### src/rtl/inst_seq.sv
// Attention-pass instruction sequencer: walks Q/K write, K load, execute, drain, ofifo read, handshake and divide phases.
// Latency: every output is registered, so outputs trail the state/counter they decode by one cycle; done arrives 80 cycles after start at defaults.
// Backpressure: none beyond hsk_comp, which stalls in HSK up to hsk_tmo cycles; INST_SEQ_CLKGATE_EN selects decoded clock enables instead of constant 1.
module inst_seq #(
    parameter int total_cycle = 8,
    parameter int col         = 8,
    parameter int drain       = 8,
    parameter int hsk_tmo     = 64
) (
    input  logic        clk,
    input  logic        reset_n,
    input  logic        start,
    input  logic        hsk_comp,
    output logic [16:0] inst,
    output logic        div,
    output logic        qmem_clk_en,
    output logic        kmem_clk_en,
    output logic        mac_array_clk_en,
    output logic        sfp_row_clk_en,
    output logic        busy,
    output logic        done,
    output logic        err
);

    localparam int MAXA = (2 * total_cycle > hsk_tmo) ? 2 * total_cycle : hsk_tmo;
    localparam int MAXB = (MAXA > 10) ? MAXA : 10;
    localparam int MAXC = (MAXB > col + 1) ? MAXB : col + 1;
    localparam int MAXD = (MAXC > drain) ? MAXC : drain;
    localparam int MAXE = (MAXD > total_cycle + 2) ? MAXD : total_cycle + 2;
    // At least 5 bits so qkmem_add and pmem_add can always be sliced from the counter.
    localparam int CW   = ($clog2(MAXE + 1) > 5) ? $clog2(MAXE + 1) : 5;

    typedef enum logic [3:0] {
        IDLE, QWR, KWR, LOAD, LEND, GAP, EXEC, DRAIN, OFIFO, HSK, DIV, DONE
    } state_t;

    typedef struct packed {
        logic       ofifo_rd;
        logic [3:0] qkmem_add;
        logic [3:0] pmem_add;
        logic       execute;
        logic       load;
        logic       qmem_rd;
        logic       qmem_wr;
        logic       kmem_rd;
        logic       kmem_wr;
        logic       pmem_rd;
        logic       pmem_wr;
    } inst_t;

    state_t        state, state_d;
    logic [CW-1:0] cnt;
    logic          err_r;
    logic          tmo;
    inst_t         inst_d;
    logic          div_d;
    logic [3:0]    ce_d;

    always_ff @(posedge clk) begin
        if (!reset_n) begin
            state <= IDLE;
            cnt   <= '0;
            err_r <= 1'b0;
        end else begin
            state <= state_d;
            cnt   <= (state_d != state || state == IDLE) ? '0 : cnt + CW'(1);
            if (state == IDLE && start)
                err_r <= 1'b0;
            else if (tmo)
                err_r <= 1'b1;
        end
    end

    always_comb begin
        state_d = state;
        tmo     = 1'b0;
        unique case (state)
            IDLE:  if (start) state_d = QWR;
            QWR:   if (cnt == CW'(total_cycle - 1)) state_d = KWR;
            KWR:   if (cnt == CW'(col - 1)) state_d = LOAD;
            LOAD:  if (cnt == CW'(col)) state_d = LEND;
            LEND:  state_d = GAP;
            GAP:   if (cnt == CW'(9)) state_d = EXEC;
            EXEC:  if (cnt == CW'(total_cycle + 1)) state_d = DRAIN;
            DRAIN: if (cnt == CW'(drain - 1)) state_d = OFIFO;
            OFIFO: if (cnt == CW'(total_cycle - 1)) state_d = HSK;
            HSK: begin
                if (hsk_comp) begin
                    state_d = DIV;
                end else if (cnt == CW'(hsk_tmo - 1)) begin
                    state_d = DONE;
                    tmo     = 1'b1;
                end
            end
            DIV:   if (cnt == CW'(2 * total_cycle - 1)) state_d = DONE;
            DONE:  state_d = IDLE;
            default: state_d = IDLE;
        endcase
    end

    always_comb begin
        inst_d = '0;
        div_d  = 1'b0;
        unique case (state)
            QWR: begin
                inst_d.qmem_wr   = 1'b1;
                inst_d.qkmem_add = cnt[3:0];
            end
            KWR: begin
                inst_d.kmem_wr   = 1'b1;
                inst_d.qkmem_add = cnt[3:0];
            end
            // The first LOAD cycle only primes the array; K reads start one cycle later.
            LOAD: begin
                inst_d.load      = 1'b1;
                inst_d.kmem_rd   = (cnt != '0);
                inst_d.qkmem_add = (cnt == '0) ? 4'd0 : cnt[3:0] - 4'd1;
            end
            LEND: inst_d.load = 1'b1;
            EXEC: begin
                inst_d.execute   = 1'b1;
                inst_d.qmem_rd   = 1'b1;
                inst_d.qkmem_add = cnt[3:0];
            end
            OFIFO: inst_d.ofifo_rd = 1'b1;
            DIV: begin
                inst_d.pmem_wr  = 1'b1;
                inst_d.pmem_add = cnt[4:1];
                div_d           = ~cnt[0];
            end
            default: ;
        endcase
    end

`ifdef INST_SEQ_CLKGATE_EN
    always_comb begin
        ce_d[3] = (state == QWR) || (state == EXEC);
        ce_d[2] = state inside {KWR, LOAD, LEND};
        ce_d[1] = state inside {LOAD, LEND, GAP, EXEC, DRAIN};
        ce_d[0] = state inside {OFIFO, HSK, DIV};
    end
`else
    assign ce_d = 4'b1111;
`endif

    always_ff @(posedge clk) begin
        if (!reset_n) begin
            inst             <= '0;
            div              <= 1'b0;
            qmem_clk_en      <= 1'b0;
            kmem_clk_en      <= 1'b0;
            mac_array_clk_en <= 1'b0;
            sfp_row_clk_en   <= 1'b0;
            busy             <= 1'b0;
            done             <= 1'b0;
            err              <= 1'b0;
        end else begin
            inst             <= inst_d;
            div              <= div_d;
            qmem_clk_en      <= ce_d[3];
            kmem_clk_en      <= ce_d[2];
            mac_array_clk_en <= ce_d[1];
            sfp_row_clk_en   <= ce_d[0];
            busy             <= (state != IDLE);
            done             <= (state == DONE);
            err              <= err_r;
        end
    end

endmodule
### config.mk
export PLATFORM = sky130hd
export DESIGN_NAME = inst_seq
export DESIGN_NICKNAME = d
export VERILOG_FILES = /design/src/rtl/inst_seq.sv
export SDC_FILE = /design/constraint.sdc
export NUM_CORES = 1
export LEC_CHECK = 0
export ABC_AREA = 1
export CORE_MARGIN = 10
export CORE_UTILIZATION = 39
export DETAILED_ROUTE_END_ITERATION = 12
export HOLD_SLACK_MARGIN = 0.12
export MAX_ROUTING_LAYER = met4
export PLACE_DENSITY = 0.69
export SLEW_MARGIN = 20
export SYNTH_ARGS = -nofsm -noshare
export SYNTH_HDL_FRONTEND = slang
export SYNTH_SLANG_ARGS = --single-unit
### constraint.sdc
create_clock -name clk -period 2.1 [get_ports clk]
set_clock_uncertainty 0.1 [all_clocks]
set_input_delay 0.42 -clock clk [delete_from_list [all_inputs] [get_ports clk]]
set_output_delay 0.42 -clock clk [all_outputs]
set_load 0.005 [all_outputs]
---- After elaboration in Yosys (flattened, before gate mapping) ----
Index checks and enable logic that the tools add are counted.
storage, ports and cells
  word-level logic and storage cells ...... 69
  output and inout bits ................... 25
  flip-flop bits (word level) ............. 34
cells by class
  multiplexer cells ....................... 24
  bitwise gates (word level) .............. 2
  equality and inequality tests ........... 17
  add/subtract/negate cells ............... 2
  reductions and logical operators ........ 12
operators with widths
  operator               number
  $mux W4                12
  $pmux W4 S11           1
  $eq A7 B4 Y1 const B   3
  $eq A4 B3 Y1 const B   4
  $eq A4 B4 Y1 const B   4
  $mux W1                10
  $eq A4 B2 Y1 const B   2
  $pmux W4 S2            1
  $add A7 B1 Y7 const B  1
  $eq A7 B3 Y1 const B   1
  $eq A7 B6 Y1 const B   1
  $logic_not A7 Y1       1
  $reduce_bool A7 Y1     1
  $reduce_or A2 Y1       3
  $eq A4 B1 Y1 const B   1
  $logic_not A4 Y1       1
  $ne A4 B4 Y1           1
  $reduce_and A2 Y1      2
  $reduce_bool A4 Y1     1
  $sub A4 B1 Y4 const B  1
  $reduce_or A3 Y1       1
  $not A1 Y1             2
  $logic_and A1 B1 Y1    1
  $logic_or A1 B1 Y1     1

---- Logic depth before layout (Yosys ltp) ----
Gate-level depths: netlist (run 1).
  depth after elaboration ................. 7
  depth in mapped cells ................... 13

---- Worst setup path before layout (run 1) ----
Ideal clock, no wire load.
  kind .................................... register to register
  start ................................... reg cnt[0]
  end ..................................... reg cnt[0]
  stages on the path, launching flop included .. 13
  slack ................................... 523 ps
  data arrival time ....................... 1358 ps
  data required time ...................... 1881 ps
  path buffers ............................ 0
  cell sequence ........................... dfxtp_1 > ha_1 > nand2_1 > nor2_4 > nand2_1 > nand2_1 > nand2_1 > nand2_1 > inv_1 > nand2_1 > a21oi_2 > nand2_2 > nor2_1
between the ends
  longest elaborated chain between the ends .. 7
ends and longest elaborated chain
  what                               line  RTL
  start, declared                    52    logic [CW-1:0] cnt;
  start signal, assigned             66    cnt <= (state_d != state || state == IDLE) ? '0 : cnt + CW'(1);
  $eq A7 B6 Y1                       90    end else if (cnt == CW'(hsk_tmo - 1)) begin
  $mux W4                            90
  $mux W4                            88    if (hsk_comp) begin
  $pmux W4 S11                       77    unique case (state)
  $ne A4 B4 Y1                       66
  $logic_or A1 B1 Y1                 66
  $reduce_or A2 Y1 (no source line)  --
Parallel ways exist; a longest one is shown, timed or not.
A chain may end at the register's enable or synchronous reset.

---- Final worst setup path (run 1) ----
  start ................................... reg cnt[0]
  end ..................................... reg cnt[5]
The elaborated chain is that of the path after synthesis.

==> impl_metrics.tcl, run 1 <==
set metrics [dict create \
    cts.sinks 32 \
    area_growth_pct 27.2 \
    synthTopCellsByArea "dfxtp_1, nand2_1, nor2_1" \
    period_minus_slack_ps 1830 \
    viasPerCell 4.58 \
    drt-wirelength-per-cell_um 11.2 \
    synth_top_area_share_pct 43.6 \
    drive_above_1_share_pct 8.90 \
    hold_depth 2 \
    p_per_area_nw_per_um2 627 \
    p_leak_nw 0.813 \
    antenna_left 0 \
    fp.dieW_um 81.4 \
    cts_tree "done" \
    drc 0 \
    hold_class "flop to flop" \
    ir_drop_mv 0.253 \
    antenna_found_initial 0 \
    drt-total-wl_um 3190 \
    synth-seq-area-share_pct 43.6 \
    dp.cells 277 \
    dp_hpwl_um 2530 \
    synth_top_cell_by_area "dfxtp_1" \
    clk_path_buf_depth 2 \
    period_share_pct 87.0 \
    outcome "complete, no violations" \
    grt-ovfl-total 0 \
    hold_violations 0 \
    grtUsageTotal_pct 10.8 \
    synthesis.area_um2 1470 \
    clock-root-buffer "clkbuf_8" \
    rsz0062_at_grt "no" \
    maxCapViolCount 0 \
    core_area_um2 3660 \
    cts_resized 0 \
    fin_cells 284 \
    grt_pass1_wl_um 5460 \
    max_freq_ghz 0.548 \
    gp_congestion 0.905 \
    htreeDepth 2 \
    grt_max_degree 10 \
    rr_worst_depth 11 \
    worstPathRequired_ps 2220 \
    finalSetupViolations 0 \
    initial_core_util_pct 40.1 \
    vias 1302 \
    critical_path_class "flop to flop" \
    synth_area_per_cell_um2 7.13 \
    postCtsHoldBufs 0 \
    synth_cell_types 27 \
    drt_iter0_drc 50 \
    cts_buffers 5 \
    grt_pass1_vias 1185 \
    post_cts_buffers 0 \
    tns_ps 0 \
    std_cell_rows 22 \
    diodes 0 \
    dieArea_um2 6620 \
    synthesis.nets 214 \
    synthCells 206 \
    path_max_fanout 7 \
    finalPower_mw 1.17 \
    slew_viol_final 0 \
    clock_latency_ps 280 \
    crit_path_start_kind "flop" \
    nets 244 \
    fill_cells 394 \
    crit_path_end_kind "flop" \
    ys_seq_elements 32 \
    dieHeight_um 81.4 \
    yosys_warnings 0 \
    dr.pass1.iters 5 \
    crit_arrival_ps 1950 \
    clk_pin_slew_worst_paths_ps 60 \
    pin_count 29 \
    portBuffers 27 \
]
## path summary, 6_finish.rpt
kind,start,endpoint,slack [ps]
max,cnt[0]$_SDFF_PP0_,cnt[5]$_SDFF_PP0_,270
min,err_r$_SDFFE_PP0P_,err$_SDFF_PN0_,330
max reg2reg,cnt[0]$_SDFF_PP0_,cnt[5]$_SDFF_PP0_,270
min reg2reg,err_r$_SDFFE_PP0P_,err$_SDFF_PN0_,330
## registers in the layout (all words and copies together) (netlist names)
register	cells
sfp_row_clk_en	1
inst	15
cnt	7
err	1
busy	1
state	4
err_r	1
div	1
done	1
## placed cells by master (no fill, tap or decap)
cell             netlist  routed
o21ai_0                6       6
nand2_1               48      48
a21oi_1                7       7
ha_1                   4       4
nand3_1               13      13
xnor2_1                1       1
nor2_4                 2       2
a31oi_1                1       1
clkinv_1               1       1
clkdlybuf4s50_1        0      27
nand3_2                1       1
xor2_1                 4       4
o21ai_1                1       1
nor2_1                37      37
nand4_1                2       2
nor2_2                 2       2
dfxtp_1               32      32
conb_1                 1       1
a22oi_1                1       1
o22ai_1                2       2
buf_4                  5       2
nand2_2                2       2
inv_1                 24      24
nor3_1                 2       2
clkbuf_8               0       7
a21oi_2                1       1
inv_2                  4       4
o211a_1                1       1
## area by class of cell
class | instances | area (um2) | share of cell area (%)
Multi-Input combinational cell | 139 | 677 | 36.2
Sequential cell | 32 | 641 | 34.3
Timing Repair Buffer | 29 | 285 | 15.3
Inverter | 29 | 109 | 5.83
Clock buffer | 7 | 96.3 | 5.16
Tap cell | 48 | 60.1 | 3.22
## worst max-delay path, stage by stage (launching register included)
cell,delay (ps)
dfxtp_1,430
ha_1,260
nand2_1,110
nor2_4,180
nand3_1,90
nand2_1,70
nand2_1,70
nand3_1,120
nand2_1,60
nand2_1,70
nand2_2,100
nor2_1,100
## kinds of logic after synthesis
kind of cell / synth area share (%)
AND/OR/NAND/NOR: 31.6
buffers and inverters: 10.3
flip-flops: 43.6
AO/OA/AOI/OAI: 7.84
XOR/XNOR: 2.98
adder cells (fa/ha/maj): 3.41
other: 0.255
## layer usage
metal  share of wire, %  GRT usage (%)
met1                 46           12.8
met2                 44           16.2
met3                8.5           3.20
met4                2.3           5.71
met5                  0              -
## cells in the mapped netlist, drive strengths merged
cell,count
nand2,50
nor2,41
dfxtp,32
inv,28
nand3,14
a21oi,8
o21ai,7
buf,5
ha,4
xor2,4
nand4,2
nor3,2
o22ai,2
a22oi,1
a31oi,1
clkbuf,1
clkinv,1
conb,1
o211a,1
xnor2,1
## through the flow
stage                     setup WS [ps]  cell area [um2]  hold slack [ps]  util [%]
after floorplan                     523             1470              307         -
after global placement              273             1770              316      48.4
after detailed placement            250             1770              326      48.4
after CTS                           250             1870              336      51.0
after global routing               23.3             1870              362      51.0
final                               274             1870              332      51.0
## power breakdown
group | switching [mW] | internal [mW] | leakage, nW | total (mW)
registers | 0.00465 | 0.612 | 0.259 | 0.617
clock network | 0.202 | 0.291 | 0.0503 | 0.493
logic | 0.0325 | 0.0294 | 0.505 | 0.0619
(Power assumes the default switching activity.)
==> inputs of run 2 (changes only) <==
Settings changed: SLEW_MARGIN 20 to not set.
==> results of run 2 <==
The final DEF is identical to that of run 1; final timing and power are the same.
